$ cat src/rtl/seg7_pkg.sv
// Glyph constants and nibble decode shared by the 7-segment scan driver.
// Define SEG7_HEX_GLYPH_EN to render nibbles 10..15 as hex letters; otherwise they show blank.
package seg7_pkg;

    typedef logic [3:0] digit_t;

    localparam logic [6:0] GLYPH_0     = 7'b0111111;
    localparam logic [6:0] GLYPH_1     = 7'b0000110;
    localparam logic [6:0] GLYPH_2     = 7'b1011011;
    localparam logic [6:0] GLYPH_3     = 7'b1001111;
    localparam logic [6:0] GLYPH_4     = 7'b1100110;
    localparam logic [6:0] GLYPH_5     = 7'b1101101;
    localparam logic [6:0] GLYPH_6     = 7'b1111101;
    localparam logic [6:0] GLYPH_7     = 7'b0000111;
    localparam logic [6:0] GLYPH_8     = 7'b1111111;
    localparam logic [6:0] GLYPH_9     = 7'b1100111;
    localparam logic [6:0] GLYPH_A     = 7'b1110111;
    localparam logic [6:0] GLYPH_B     = 7'b1111100;
    localparam logic [6:0] GLYPH_C     = 7'b0111001;
    localparam logic [6:0] GLYPH_D     = 7'b1011110;
    localparam logic [6:0] GLYPH_E     = 7'b1111001;
    localparam logic [6:0] GLYPH_F     = 7'b1110001;
    localparam logic [6:0] GLYPH_BLANK = 7'b0000000;
    localparam logic [6:0] GLYPH_ALL   = 7'b1111111;

`ifdef SEG7_HEX_GLYPH_EN
    localparam bit HEX_GLYPHS = 1'b1;
`else
    localparam bit HEX_GLYPHS = 1'b0;
`endif

    // Letters stay referenced in both builds; the flag alone decides whether they reach the pins.
    function automatic logic [6:0] seg7_glyph(input digit_t nibble);
        logic [6:0] glyph;
        glyph = GLYPH_BLANK;
        case (nibble)
            4'h0:    glyph = GLYPH_0;
            4'h1:    glyph = GLYPH_1;
            4'h2:    glyph = GLYPH_2;
            4'h3:    glyph = GLYPH_3;
            4'h4:    glyph = GLYPH_4;
            4'h5:    glyph = GLYPH_5;
            4'h6:    glyph = GLYPH_6;
            4'h7:    glyph = GLYPH_7;
            4'h8:    glyph = GLYPH_8;
            4'h9:    glyph = GLYPH_9;
            4'hA:    glyph = HEX_GLYPHS ? GLYPH_A : GLYPH_BLANK;
            4'hB:    glyph = HEX_GLYPHS ? GLYPH_B : GLYPH_BLANK;
            4'hC:    glyph = HEX_GLYPHS ? GLYPH_C : GLYPH_BLANK;
            4'hD:    glyph = HEX_GLYPHS ? GLYPH_D : GLYPH_BLANK;
            4'hE:    glyph = HEX_GLYPHS ? GLYPH_E : GLYPH_BLANK;
            4'hF:    glyph = HEX_GLYPHS ? GLYPH_F : GLYPH_BLANK;
            default: glyph = GLYPH_BLANK;
        endcase
        return glyph;
    endfunction

endpackage

$ cat src/rtl/seg7_digit_decode.sv
// Combinational per-digit segment pattern: blank-all, lamp test, leading-zero blank, then glyph.
// Hex letters for nibbles 10..15 depend on SEG7_HEX_GLYPH_EN via seg7_glyph.
module seg7_digit_decode
    import seg7_pkg::*;
(
    input  digit_t     nibble_i,
    input  logic       lt_i,
    input  logic       bi_i,
    input  logic       blank_i,
    output logic [6:0] seg_o
);

    always_comb begin
        seg_o = seg7_glyph(nibble_i);
        if (bi_i) begin
            seg_o = GLYPH_BLANK;
        end else if (lt_i) begin
            seg_o = GLYPH_ALL;
        end else if (blank_i) begin
            seg_o = GLYPH_BLANK;
        end
    end

endmodule

$ cat src/rtl/seg7_scan_driver.sv
// Time-multiplexed 7-segment driver with frame-synchronous data update and ghost blanking.
// Hex glyphs for nibbles 10..15 are enabled with SEG7_HEX_GLYPH_EN.
module seg7_scan_driver
    import seg7_pkg::*;
#(
    parameter int NUM_DIGITS     = 4,
    parameter int CLK_DIV        = 50000,
    parameter int GHOST_CYCLES   = 16,
    parameter bit SEG_ACTIVE_LOW = 1'b0,
    parameter bit AN_ACTIVE_LOW  = 1'b0
) (
    input  logic                    clk,
    input  logic                    rst_n,
    input  logic [4*NUM_DIGITS-1:0] data_in,
    input  logic                    load,
    input  logic                    lt,
    input  logic                    bi,
    input  logic                    rbi_en,
    output logic [6:0]              seg,
    output logic [NUM_DIGITS-1:0]   an
);

    localparam int PRE_W = (CLK_DIV > 1) ? $clog2(CLK_DIV) : 1;
    localparam int IDX_W = (NUM_DIGITS > 1) ? $clog2(NUM_DIGITS) : 1;
    localparam logic [PRE_W-1:0] PRE_LAST  = PRE_W'(CLK_DIV - 1);
    localparam logic [IDX_W-1:0] IDX_LAST  = IDX_W'(NUM_DIGITS - 1);
    localparam logic [PRE_W-1:0] GHOST_END = PRE_W'(GHOST_CYCLES);

    logic [PRE_W-1:0]        presc_q, presc_d;
    logic [IDX_W-1:0]        idx_q, idx_d;
    logic [4*NUM_DIGITS-1:0] shadow_q, shadow_d;
    logic [4*NUM_DIGITS-1:0] disp_q, disp_d;
    logic                    pending_q, pending_d;
    logic [6:0]              seg_q, seg_d;
    logic [NUM_DIGITS-1:0]   an_q, an_d;

    logic                    frameEnd;
    logic                    zeroAbove;
    logic [NUM_DIGITS-1:0]   suppress;
    digit_t                  digits [NUM_DIGITS];
    logic [6:0]              decodedSeg;

    assign frameEnd = (presc_q == PRE_LAST) && (idx_q == IDX_LAST);

    always_comb begin
        presc_d = presc_q + PRE_W'(1);
        idx_d   = idx_q;
        if (presc_q == PRE_LAST) begin
            presc_d = '0;
            idx_d   = (idx_q == IDX_LAST) ? '0 : idx_q + IDX_W'(1);
        end
    end

    // A load on the boundary cycle still refreshes the shadow and keeps pending for the next frame.
    always_comb begin
        shadow_d  = shadow_q;
        disp_d    = disp_q;
        pending_d = pending_q;
        if (frameEnd && pending_q) begin
            disp_d    = shadow_q;
            pending_d = 1'b0;
        end
        if (load) begin
            shadow_d  = data_in;
            pending_d = 1'b1;
        end
    end

    for (genvar g = 0; g < NUM_DIGITS; g++) begin : g_digit
        assign digits[g] = disp_q[4*g +: 4];
    end

    // Walk from the most significant digit down; a digit blanks only while everything above is zero.
    always_comb begin
        zeroAbove = 1'b1;
        suppress  = '0;
        for (int i = NUM_DIGITS - 1; i >= 0; i--) begin
            zeroAbove   = zeroAbove && (digits[i] == 4'h0);
            suppress[i] = rbi_en && (i > 0) && zeroAbove;
        end
    end

    seg7_digit_decode u_decode (
        .nibble_i (digits[idx_q]),
        .lt_i     (lt),
        .bi_i     (bi),
        .blank_i  (suppress[idx_q]),
        .seg_o    (decodedSeg)
    );

    always_comb begin
        seg_d = decodedSeg;
        an_d  = '0;
        if (presc_q >= GHOST_END) begin
            an_d[idx_q] = 1'b1;
        end
    end

    always_ff @(posedge clk or negedge rst_n) begin
        if (!rst_n) begin
            presc_q   <= '0;
            idx_q     <= '0;
            shadow_q  <= '0;
            disp_q    <= '0;
            pending_q <= 1'b0;
            seg_q     <= '0;
            an_q      <= '0;
        end else begin
            presc_q   <= presc_d;
            idx_q     <= idx_d;
            shadow_q  <= shadow_d;
            disp_q    <= disp_d;
            pending_q <= pending_d;
            seg_q     <= seg_d;
            an_q      <= an_d;
        end
    end

    // Registers hold logical levels so reset means "off" whatever the board polarity.
    assign seg = SEG_ACTIVE_LOW ? ~seg_q : seg_q;
    assign an  = AN_ACTIVE_LOW  ? ~an_q  : an_q;

endmodule

$ cat config.mk
export PLATFORM = sky130hd
export DESIGN_NAME = seg7_scan_driver
export DESIGN_NICKNAME = d
export VERILOG_FILES = /design/src/rtl/seg7_pkg.sv /design/src/rtl/seg7_digit_decode.sv /design/src/rtl/seg7_scan_driver.sv
export SDC_FILE = /design/constraint.sdc
export NUM_CORES = 1
export LEC_CHECK = 0
export CAP_MARGIN = 15
export CORE_ASPECT_RATIO = 0.9
export CORE_MARGIN = 2
export CORE_UTILIZATION = 55
export DETAILED_ROUTE_END_ITERATION = 10
export GPL_ROUTABILITY_DRIVEN = 0
export GPL_TIMING_DRIVEN = 0
export PLACE_DENSITY = 0.78
export SYNTH_ARGS = -nofsm -noshare
export SYNTH_HDL_FRONTEND = slang
export SYNTH_SLANG_ARGS = --single-unit
$ cat constraint.sdc
create_clock -name clk -period 4 [get_ports clk]
set_input_delay 0.6 -clock clk [delete_from_list [all_inputs] [get_ports clk]]
set_output_delay 0.6 -clock clk [all_outputs]
set_load 0.05 [all_outputs]
# [Yosys cells after proc, flatten, opt, wreduce, memory -nomap -nowiden]
# Memory sizes are Yosys's and may differ from the RTL's.
# Cells that the tools add are included.
[classes] n_addsub=2 magnitude_cmp=4 n_eq_ne=2 n_mux=15 n_bitwise=1 reduce_logical=12
[ops] operator="7-bit 2-to-1 mux" count=3
[ops] operator="16-bit by 1-bit adder with 16-bit output (second input constant)" count=1
[ops] operator="16-bit == test (second input constant)" count=1
[ops] operator="16-bit by 5-bit >= comparator with 1-bit output (second input constant)" count=1
[ops] operator="16-bit 2-to-1 mux" count=1
[ops] operator="4-bit logical NOT" count=3
[ops] operator="4-bit 2-to-1 mux" count=3
[ops] operator="4-bit binary-select mux with 2-bit select" count=1
[ops] operator="1-bit logical AND" count=8
[ops] operator="1-bit 2-to-1 mux" count=4
[ops] operator="3-bit >= comparator (second input constant)" count=1
[ops] operator="2-bit by 3-bit < comparator with 1-bit output (second input constant)" count=1
[ops] operator="2-bit inverter with 3-bit output" count=1
[ops] operator="2-bit by 1-bit adder with 2-bit output (second input constant)" count=1
[ops] operator="1-bit binary-select mux with 2-bit select" count=1
[ops] operator="1-bit demux with 2-bit select" count=1
[ops] operator="2-bit == test (second input constant)" count=1
[ops] operator="2-bit by 1-bit >= comparator with 1-bit output (second input constant)" count=1
[ops] operator="2-bit 2-to-1 mux" count=1
[ops] operator="2-bit nonzero test" count=1
[word_totals] register_bits=62 mem_bits_ro=112 in_bits=22 out_inout_bits=11 wordCells=44 n_memories=1
[memory_table] name="(no name shown)" words=16 word_bits=7 read_ports=1 rd_ports_with_merged_regs=0 write_ports=0 line="seg7_pkg.sv:36" text="case (nibble)"

# [Logic depth before layout (Yosys ltp)]
# Gate-level depths: netlist (run 1).
[depth] word_depth=9 mapped_depth=8 depth_no_buf=7

# [By module]
# From an unflattened synthesis (run 1), not the netlist that was laid out.
[unflattened] hier_cells=228 hier_area_um2=2961.6
[modules_own_cells] module="seg7_scan_driver" instances=1 cells_per_inst=187 area_each_um2=2690.1 seq_area_each_um2=1551.5
[modules_own_cells] module="seg7_digit_decode" instances=1 cells_per_inst=41 area_each_um2=271.5 seq_area_each_um2=0.0

# [Least setup slack after synthesis (run 1)]
# No wires, ideal clock.
[synth_path] path_type="register to register" start="register idx_q[0]" end="register seg_q[1] (netlist: seg[1])" setup_ps=82 t_arrival_ps=1941 required_time_ps=3918 path_slack_ps=1976 stages_incl_launch_ff=8 path_buffers=1 synth_period_minus_slack_ps=2024 cell_sequence="dfrtp_1 buf_2 mux4_2 inv_1 ha_1 and2_1 or2_2 o22ai_1"
[synth_between] elab_chain_len=8 word_cells_on_any_way=10 classes_between="mux: 8; bitwise: 1; memory: 1"
[synth_lines] item="start, declared" line="seg7_scan_driver.sv:30" text="logic [IDX_W-1:0] idx_q, idx_d;"
[synth_lines] item="start signal, assigned" line="seg7_scan_driver.sv:110" text="idx_q <= idx_d;"
[synth_lines] item="2-bit inverter with 3-bit output (not written as such)" line="seg7_scan_driver.sv:84" text=".nibble_i (digits[idx_q]),"
[synth_lines] item="4-bit binary-select mux with 2-bit select" line="seg7_scan_driver.sv:84"
[synth_lines] item="4-bit 2-to-1 mux (not written as such) (2 in a row)" line="seg7_scan_driver.sv:84"
[synth_lines] item="memory 16 x 7 bit"
[synth_lines] item="7-bit 2-to-1 mux *" line="seg7_digit_decode.sv:19" text="end else if (blank_i) begin"
[synth_lines] item="7-bit 2-to-1 mux *" line="seg7_digit_decode.sv:17" text="end else if (lt_i) begin"
[synth_lines] item="7-bit 2-to-1 mux *" line="seg7_digit_decode.sv:15" text="if (bi_i) begin"
[synth_lines] item="net decodedSeg[1]" line="seg7_scan_driver.sv:41" text="logic [6:0] decodedSeg;"
[synth_lines] item="end signal, assigned" line="seg7_scan_driver.sv:114" text="seg_q <= seg_d;"
[synth_lines] item="end, declared" line="seg7_scan_driver.sv:34" text="logic [6:0] seg_q, seg_d;"
# Mark *: on every way through the listed nets, which the timed path passes. The rest lies on a longest branch. The select of a mux whose other input is x is not followed.
# A chain may end at the register's enable or synchronous reset.

# [Final worst setup path (run 1)]
[layout_path] start="input port rbi_en" end="register seg_q[1] (netlist: seg[1])"
[layout_between] elab_chain_len=6 word_cells_on_any_way=8 classes_between="mux: 5; reduce/logical: 3"
[layout_lines] item="start, declared" line="seg7_scan_driver.sv:18" text="input logic rbi_en,"
[layout_lines] item="1-bit logical AND" line="seg7_scan_driver.sv:79" text="suppress[i] = rbi_en && (i > 0) && zeroAbove;"
[layout_lines] item="1-bit binary-select mux with 2-bit select *" line="seg7_scan_driver.sv:87" text=".blank_i (suppress[idx_q]),"
[layout_lines] item="1-bit 2-to-1 mux (not written as such) *" line="seg7_scan_driver.sv:87"
[layout_lines] item="7-bit 2-to-1 mux *" line="seg7_digit_decode.sv:19"
[layout_lines] item="7-bit 2-to-1 mux *" line="seg7_digit_decode.sv:17"
[layout_lines] item="7-bit 2-to-1 mux *" line="seg7_digit_decode.sv:15"
[layout_lines] item="net decodedSeg[1]" line="seg7_scan_driver.sv:41"
# Marks and branches as above.

==> results_dict.tcl, run 1 <==
set metrics [dict create \
    power_density_nw_per_um2 366.4 \
    clockRootBuffer "clkbuf_8" \
    finalCriticalPeriod_ns 2.238 \
    final_hold_viol_count 0 \
    cts_buffers 9 \
    wirelength_mm 4.948 \
    tightest_slew_ns 0.7451 \
    drtPass1Iterations 4 \
    finalMaxSlewViolations 0 \
    detail-route-antenna-nets 0 \
    post_synth_num_cell_types 39 \
    initial_utilization 0.5615 \
    start_kind "input port" \
    worstPathArrival_ns 2.44 \
    dp_hpwl_mm 3.549 \
    r2r_cells 6 \
    worstPathRequired_ns 4.20 \
    intPower_mw 0.9771 \
    mostFrequentLayoutCell "dfrtp_1" \
    syn_nets 261 \
    finalCritPeriodShare 0.5596 \
    clock-sinks 62 \
    cts_htree_levels 3 \
    syn_avg_cell_area_um2 12.71 \
    syn_area_um2 2898 \
    die_h_um 72.86 \
    ios 33 \
    antenna_cells 0 \
    leakage_nw 1.571 \
    antenna_found_initial 0 \
    syn_inst 228 \
    finClkSkew_ns 0.008288 \
    cts.reportedPaths.clkPinSlew_ns 0.07 \
    timing.fmax_mhz 446.8 \
    die_w_um 80.51 \
    synth-edff-count 0 \
    cts_tree "yes" \
    drive_gt1_frac 0.2319 \
    pwr-share-clk 0.423 \
    synth_flop_cell "dfrtp_1" \
    die_area_um2 5866 \
    layout.nets 304 \
    seqPwrFrac 0.511 \
    fp-row-count 25 \
    path_class "input port to flip-flop" \
    async_flop_share 1.000 \
    finalSetupViolations 0 \
    viasPerCell 5.341 \
    p_switching_mw 0.3070 \
    clockBufferDepth 2 \
    status "complete, no violations" \
    drtIter0Drc 57 \
    comb_power_share 0.066 \
    track_usage 0.1916 \
    clkLatencyLatePin_ns 0.34 \
    holdWs_ns 0.3224 \
    grt_overflow_total 0 \
    grt_first_pass_wirelength_mm 8.342 \
    io_buffers 31 \
    fin_tns_setup_ns 0 \
    path_max_fanout 5 \
    detail_route.wl_per_cell_um 14.43 \
    vias 1832 \
    grt_setup_unrepaired "no" \
    synthTopCellsByArea "dfrtp_1, mux2_2, mux2_4" \
    final_cell_mix "dfrtp_1, clkdlybuf4s50_1, mux2_2" \
    synth_area_leader_cell "dfrtp_1" \
    synth_seq_cells 62 \
    slew_headroom 0.5032 \
    endpoint_kind "flip-flop" \
    grt_max_degree 34 \
    cts_setup_buffers 0 \
    finalPower_mw 1.284 \
    ir_worst_vdd_v 0.0002709 \
    post_cts_resized 0 \
    coreArea_um2 5161 \
    maxCapViolations 0 \
    sw_frac_of_total 0.2391 \
    num-fill-cells 374 \
    synth_warnings 0 \
    drc_errors 0 \
    synth_top_area_share 0.5354 \
    cts_hold_buf 0 \
    hold_path.class "input port to async pin" \
    grt_pass1_vias 1773 \
    area_growth_pct 20.94 \
    synth-seq-area-share 0.5354 \
]
-- cells in the mapped netlist (6+ instances only) --
cell and count:
nand3_1 8, mux2_4 10, ha_1 11, xor2_1 6, nor2_1 13, dfrtp_1 62, mux2_2 23, inv_1 15
xnor2_1 7, o21ai_0 8
-- cell families (layout without fill, tap and decap cells) --
family | after synthesis | after routing | share of synthesized area
AO/OA/AOI/OAI | 23 | 23 | 0.04749
XOR/XNOR | 13 | 13 | 0.03929
adder cells (fa/ha/maj) | 11 | 11 | 0.04749
buffers and inverters | 22 | 70 | 0.03195
flip-flops | 62 | 62 | 0.5354
multiplexers | 39 | 39 | 0.1792
AND/OR/NAND/NOR | 58 | 58 | 0.1192
-- layout make-up --
type                       instances  area (um^2)  share of cell area
sequential                        62         1551              0.4427
multi-input combinational        144         1254              0.3577
timing repair buffer              32        325.3             0.09282
clock buffer                       9        123.9             0.03534
tap                               67        83.83             0.02392
clock inverter                     7        73.82             0.02106
inverter                          15        56.30             0.01607
buffer                             7        36.28             0.01035
-- state kept, by name, summed over array words and instances (netlist names) --
signal     flops
an             4
disp_q        16
idx_q          2
pending_q      1
presc_q       16
seg            7
shadow_q      16
-- routing by layer --
metal	wire (um)	part of all wire	vias to the layer above	global-route usage
met1	2318	0.47	906	0.2535
li1	-	-	885	-
met3	181	0.037	5	0.06683
met5	0	0	-	0
met4	56	0.011	0	0.07910
met2	2391	0.48	36	0.2907
-- stage by stage --
stage	instance area [um^2]	worst slack (ns)	cells	utilization
2_1_floorplan	2898	1.976	228	-
3_3_place_gp	3292	0.4431	326	0.6378
3_5_place_dp	3307	1.434	327	0.6407
4_1_cts	3505	1.777	343	0.6790
5_1_grt	3505	1.628	343	0.6790
6_report	3505	1.762	343	0.6790
-- worst max-delay path, stage by stage --
cell	delay (ns)
clkdlybuf4s50_1	0.46
or4b_2	0.58
a211o_1	0.33
o21ai_1	0.32
o22ai_1	0.14
-- power groups by stage --
stage,combinational [mW],clock [mW],sequential (mW)
floorplan,0.0256,0,0.679
global placement,0.0812,0,0.667
detailed placement,0.0852,0,0.668
CTS,0.0858,0.559,0.656
global route,0.0917,0.580,0.658
finish,0.0842,0.544,0.656
-- path summary, 6_finish.rpt --
check | start | to | slack (ns)
worst min register to register | shadow_q[14] | disp_q[14] | 0.51
worst min-delay path | rst_n | presc_q[2] | 0.32
max in group asynchronous | rst_n | shadow_q[0] | 3.07
min in group clk | shadow_q[14] | disp_q[14] | 0.51
worst max-delay path | rbi_en | seg[1] | 1.76
worst max register to register | presc_q[0] | disp_q[7] | 1.78
No activity file was read; power rests on OpenSTA's default activity.
==> run 2, diff against run 1 <==
==> constraint.sdc (replaced) <==
create_clock -name clk -period 2.3 [get_ports clk]
set_input_delay 0.345 -clock clk [delete_from_list [all_inputs] [get_ports clk]]
set_output_delay 0.345 -clock clk [all_outputs]
set_load 0.05 [all_outputs]
==> run 2 against run 1 <==
Compared with the run above:
- sequential power rose by 74%
- critical path depth increased by 1
- global-route usage is the same
- count of clock-buffer cells in the layout unchanged
- clock power up 73%
- register-to-register slack lost 1.7 ns
==> results_dict.tcl, run 2 (synthesis results as in run 1) <==
set metrics [dict create \
    status "complete, no violations" \
    r2r_cells 6 \
    io_buffers 31 \
    timing.fmax_mhz 454.0 \
    dr_wl_met3_um 198 \
    final_util 0.6899 \
    worstPathRequired_ns 2.53 \
    cpPeakStageDelay_ns 0.55 \
    cts.reportedPaths.clkPinSlew_ns 0.07 \
    mostFrequentLayoutCell "dfrtp_1" \
    endpoint_kind "flip-flop" \
    hold_path.class "input port to async pin" \
    antenna_cells 0 \
    finalCritPeriodShare 0.9577 \
    die_w_um 80.51 \
    ios 33 \
    grt_pass1_vias 1773 \
    dpl_cell_area_um2 3307 \
    fin_tns_setup_ns 0 \
    num-fill-cells 368 \
    viasPerCell 5.305 \
    slew_headroom 0.5040 \
    vias 1846 \
    path_cells "or4_4 -> nor4_4 -> buf_4 -> nand4_4 -> buf_12 -> mux2_4" \
    detail_route.wl_per_cell_um 14.57 \
    finClkSkew_ns 0.008066 \
    rr_startpoint "presc_q[10]" \
    cts_buffers 9 \
    cts_hold_buf 0 \
    final_cell_mix "dfrtp_1, clkdlybuf4s50_1, mux2_2" \
    wirelength_mm 5.071 \
    dp_hpwl_mm 3.549 \
    power_density_nw_per_um2 626.4 \
    final_hold_viol_count 0 \
    die_area_um2 5866 \
    clockBufferDepth 2 \
    cts_tree "yes" \
    drc_errors 0 \
    die_h_um 72.86 \
    reg2reg_to "disp_q[7]" \
    critical-path-slowest-cell "or4_4" \
    maxCapViolations 0 \
    ir_worst_vdd_v 0.0004651 \
    antenna_found_initial 0 \
    finalMaxSlewViolations 0 \
    path_class "flip-flop to flip-flop" \
    met2_length_mm 2.471 \
    worst-r2r-setup-slack_ns 0.1 \
    detail-route-antenna-nets 0 \
    track_usage 0.1916 \
    cts_htree_levels 3 \
    coreArea_um2 5161 \
    finalCriticalPeriod_ns 2.203 \
    grt_setup_unrepaired "no" \
    path_max_fanout 10 \
    layout.nets 309 \
    clkLatencyLatePin_ns 0.34 \
    drtIter0Drc 81 \
    clock-sinks 62 \
    tightest_slew_ns 0.7440 \
    reg_top3 "disp_q: 16 flops, presc_q: 16 flops, shadow_q: 16 flops" \
    worstPathArrival_ns 2.43 \
    drtPass1Iterations 4 \
    initial_utilization 0.5615 \
    start_kind "flip-flop" \
    wirelength_met1_mm 2.301 \
    grt_max_degree 34 \
    finalSetupViolations 0 \
    leakage_nw 1.597 \
    clockRootBuffer "clkbuf_8" \
    final_cell_area_um2 3561 \
    drive_gt1_frac 0.2562 \
    area_growth_pct 22.88 \
    fp-row-count 25 \
    grt_first_pass_wirelength_mm 8.342 \
    grt_overflow_total 0 \
    top_layer "met4" \
]
## run 2: cell count changes in the layout (fill, tap and decap cells not counted), sizes merged
| cell | previous run | this run |
|---|---|---|
| buf | 6 | 10 |
| clkbuf | 12 | 13 |
## run 2: layout make-up
type	count	area (um^2)	area share
Sequential cell	62	1553	0.4361
Multi-Input combinational cell	144	1259	0.3535
Timing Repair Buffer	37	362.8	0.1019
Clock buffer	9	123.9	0.03479
Tap cell	67	83.83	0.02354
Clock inverter	7	73.82	0.02073
Inverter	15	56.30	0.01581
Buffer	7	48.80	0.01370
## run 2: where the power goes
| part | switching, mW | internal (mW) | total, mW |
|---|---|---|---|
| logic | 0.0722 | 0.0742 | 0.146 |
| clock network | 0.443 | 0.501 | 0.943 |
| registers | 0.0167 | 1.12 | 1.14 |
| total | 0.531 | 1.70 | 2.23 |
## run 2: timing repair
| action | CTS | global route |
|---|---|---|
| setup buffers | 0 | 5 |
| setup endpoints to repair | 0 | 13 |
| resized for setup | 0 | 7 |
## run 2: worst max-delay path by stage
stage / depth (start not counted) / to / slack, ns / startpoint
2_1_floorplan: 7 / seg[1] / 0.28 / idx_q[0]
3_3_place_gp: 1 / seg[4] / -1.00 / rst_n
3_5_place_dp: 5 / seg[2] / -0.01 / rbi_en
4_1_cts: 5 / disp_q[7] / 0.08 / presc_q[10]
5_1_grt: 7 / seg[3] / 0.02 / idx_q[0]
6_report: 6 / disp_q[7] / 0.1 / presc_q[10]
## run 2: critical path: cells and delay by family, from the launching register on
kind	cells	cell delay, ns
buffers and inverters	2	0.38
flip-flops	1	0.44
multiplexers	1	0.30
AND/OR/NAND/NOR	3	0.96
## run 2: layer usage
| metal | global-route usage | up-vias |
|---|---|---|
| met5 | 0 | - |
| met4 | 0.07910 | 0 |
| met3 | 0.06683 | 9 |
| met2 | 0.2907 | 38 |
| met1 | 0.2535 | 900 |
| li1 | - | 899 |
## run 2: stage by stage
stage          power, mW  cells  setup slack [ns]  hold slack, ns
2_1_floorplan      1.225    228            0.2762         0.04941
3_3_place_gp       1.302    326            -1.002          0.4885
3_5_place_dp       1.310    327          -0.01143          0.4546
4_1_cts            2.262    343           0.07688         0.07497
5_1_grt            2.316    348           0.02329          0.1161
6_report           2.231    348           0.09727         0.06562
==> run 3, diff against run 2 <==
--- a/config.mk
+++ b/config.mk
@@ -9,6 +9,7 @@
 export CORE_ASPECT_RATIO = 0.9
 export CORE_MARGIN = 2
 export CORE_UTILIZATION = 55
+export CTS_CLUSTER_DIAMETER = 30
 export DETAILED_ROUTE_END_ITERATION = 10
 export GPL_ROUTABILITY_DRIVEN = 0
 export GPL_TIMING_DRIVEN = 0
==> results of run 3 <==
No change in the layout: final DEF, timing and power equal those of run 2.
==> variant, RTL diff (config.mk and constraints of run 3) <==
Make the reset (`rst_n`) synchronous in one clocked block.
--- a/src/rtl/seg7_scan_driver.sv
+++ b/src/rtl/seg7_scan_driver.sv
@@ -96,7 +96,7 @@
         end
     end
 
-    always_ff @(posedge clk or negedge rst_n) begin
+    always_ff @(posedge clk) begin
         if (!rst_n) begin
             presc_q   <= '0;
             idx_q     <= '0;
Check against the original RTL: differs if rst_n is asserted again (counterexample within 4 cycles, from zero or initial values and one cycle with rst_n low); with rst_n held inactive, the same outputs for 10 cycles.
==> variant against run 3 <==
Sequential cell count did not move; fmax rose by 0.21%; largest cell class is now multi-input combinational cells; synthesized cell count rose by 32%; utilization rose by 0.37 points; setup slack improved by 4.6 ps; synthesized area fell by 3.7%; largest power group unchanged; sequential share of layout area fell by 6.8 points; wire length rose by 15%; cell area fell by 5.2%; highest routed layer unchanged; power fell by 2.7%.
==> variant: results <==
[run_status]
status = "completed"

[route]
via_per_inst = 5.696
initialDrtViolationCount = 194
wl_met1_um = 2885
vias = 2341
dr_wl_met2_um = 2579
wl_per_cell_um = 14.16

[cells_and_area]
buffers = 48
num-nonclk-inverters = 18
stdcell_area_um2 = 3374
diodes = 0
final_nets = 377
multi_input_area_share_pct = 41.82
nFillCells = 414
multi_input_cells = 205
layout.nonclk_buf_share_pct = 11.75
drive_gt1_share_pct = 6.358
clock_area_share_pct = 5.228
clock_buffers = 11
seq_share_pct = 36.78
nFlopsAndLatches = 62

[power]
p_leak_nw = 1.203
peakVddDrop_mv = 0.4364
combPwrFrac_pct = 6.8
power.switching_mw = 0.4873
p_seq_share_pct = 51.5
power_mw = 2.171

[cts]
clk_latency_ps = 330

[placed_design]
dp_hpwl_um = 4198
dpl_cell_area_um2 = 3183
dp_cells = 398
place_ws_ps = -102.5

[global_route]
met2_usage_pct = 33.62
grt_pass1_wl_um = 9825
grt_max_degree = 11
grt_usage_pct = 22.51
grt_util_met1_pct = 31.52
grt_pass1_vias = 2122

[yosys]
synthTopCellsByCount = "dfxtp_1 (62), nor2_1 (32), a21oi_1 (25)"
async_flop_share_pct = 0
syn_area_per_cell_um2 = 9.243
yosys-top-cells-area = "dfxtp_1 (44%), mux2i_1 (6.5%), ha_1 (4.9%)"
syn-num-nets = 335
synth_cell_types = 34
synthFlopType = "dfxtp_1"
ys_seq_area_share_pct = 44.46
syn_inst = 302

[worst_setup_path]
arrival_ps = 2400
r2r_end = "disp_q[13]$_SDFFE_PN0P_"
r2r_start = "presc_q[10]$_SDFF_PP0_"
cpMaxStageDelayCell = "or4_1"

[timing]
tightestPinTransition_ps = 785.8
fin_skew_ps = 7.218
fin_crit_ps = 2198

[hold_path]
hold_class = "register to register"
hold_start = "presc_q[0]$_SDFF_PP0_"
-- variant: cells by family (layout without fill, tap and decap cells) --
family	after synthesis	in the layout	share of synthesized area, %
buffers and inverters	35	79	5.379
xor gates and xnor gates	10	10	3.138
AOI/OAI and AO/OA	65	65	14.66
DFF	62	62	44.46
muxes	22	22	9.682
adders and majority gates	11	11	4.930
and+or+nand+nor	97	97	17.75
-- variant: how the worst min path moves through the flow --
stage / endpoint / slack (ps) / cells after the start
floorplan: presc_q[0]$_SDFF_PP0_ / 430 / 1
global placement: presc_q[0]$_SDFF_PP0_ / 450 / 1
detailed placement: presc_q[0]$_SDFF_PP0_ / 460 / 1
CTS: disp_q[3]$_SDFFE_PN0P_ / 470 / 2
global route: disp_q[3]$_SDFFE_PN0P_ / 490 / 2
finish: presc_q[0]$_SDFF_PP0_ / 470 / 1
-- variant: timing repair --
item,CTS,global route
gates resized for setup,1,5
setup endpoints to repair,10,16
hold buffers,0,0
hold endpoints to repair,0,0
pin swaps,0,0
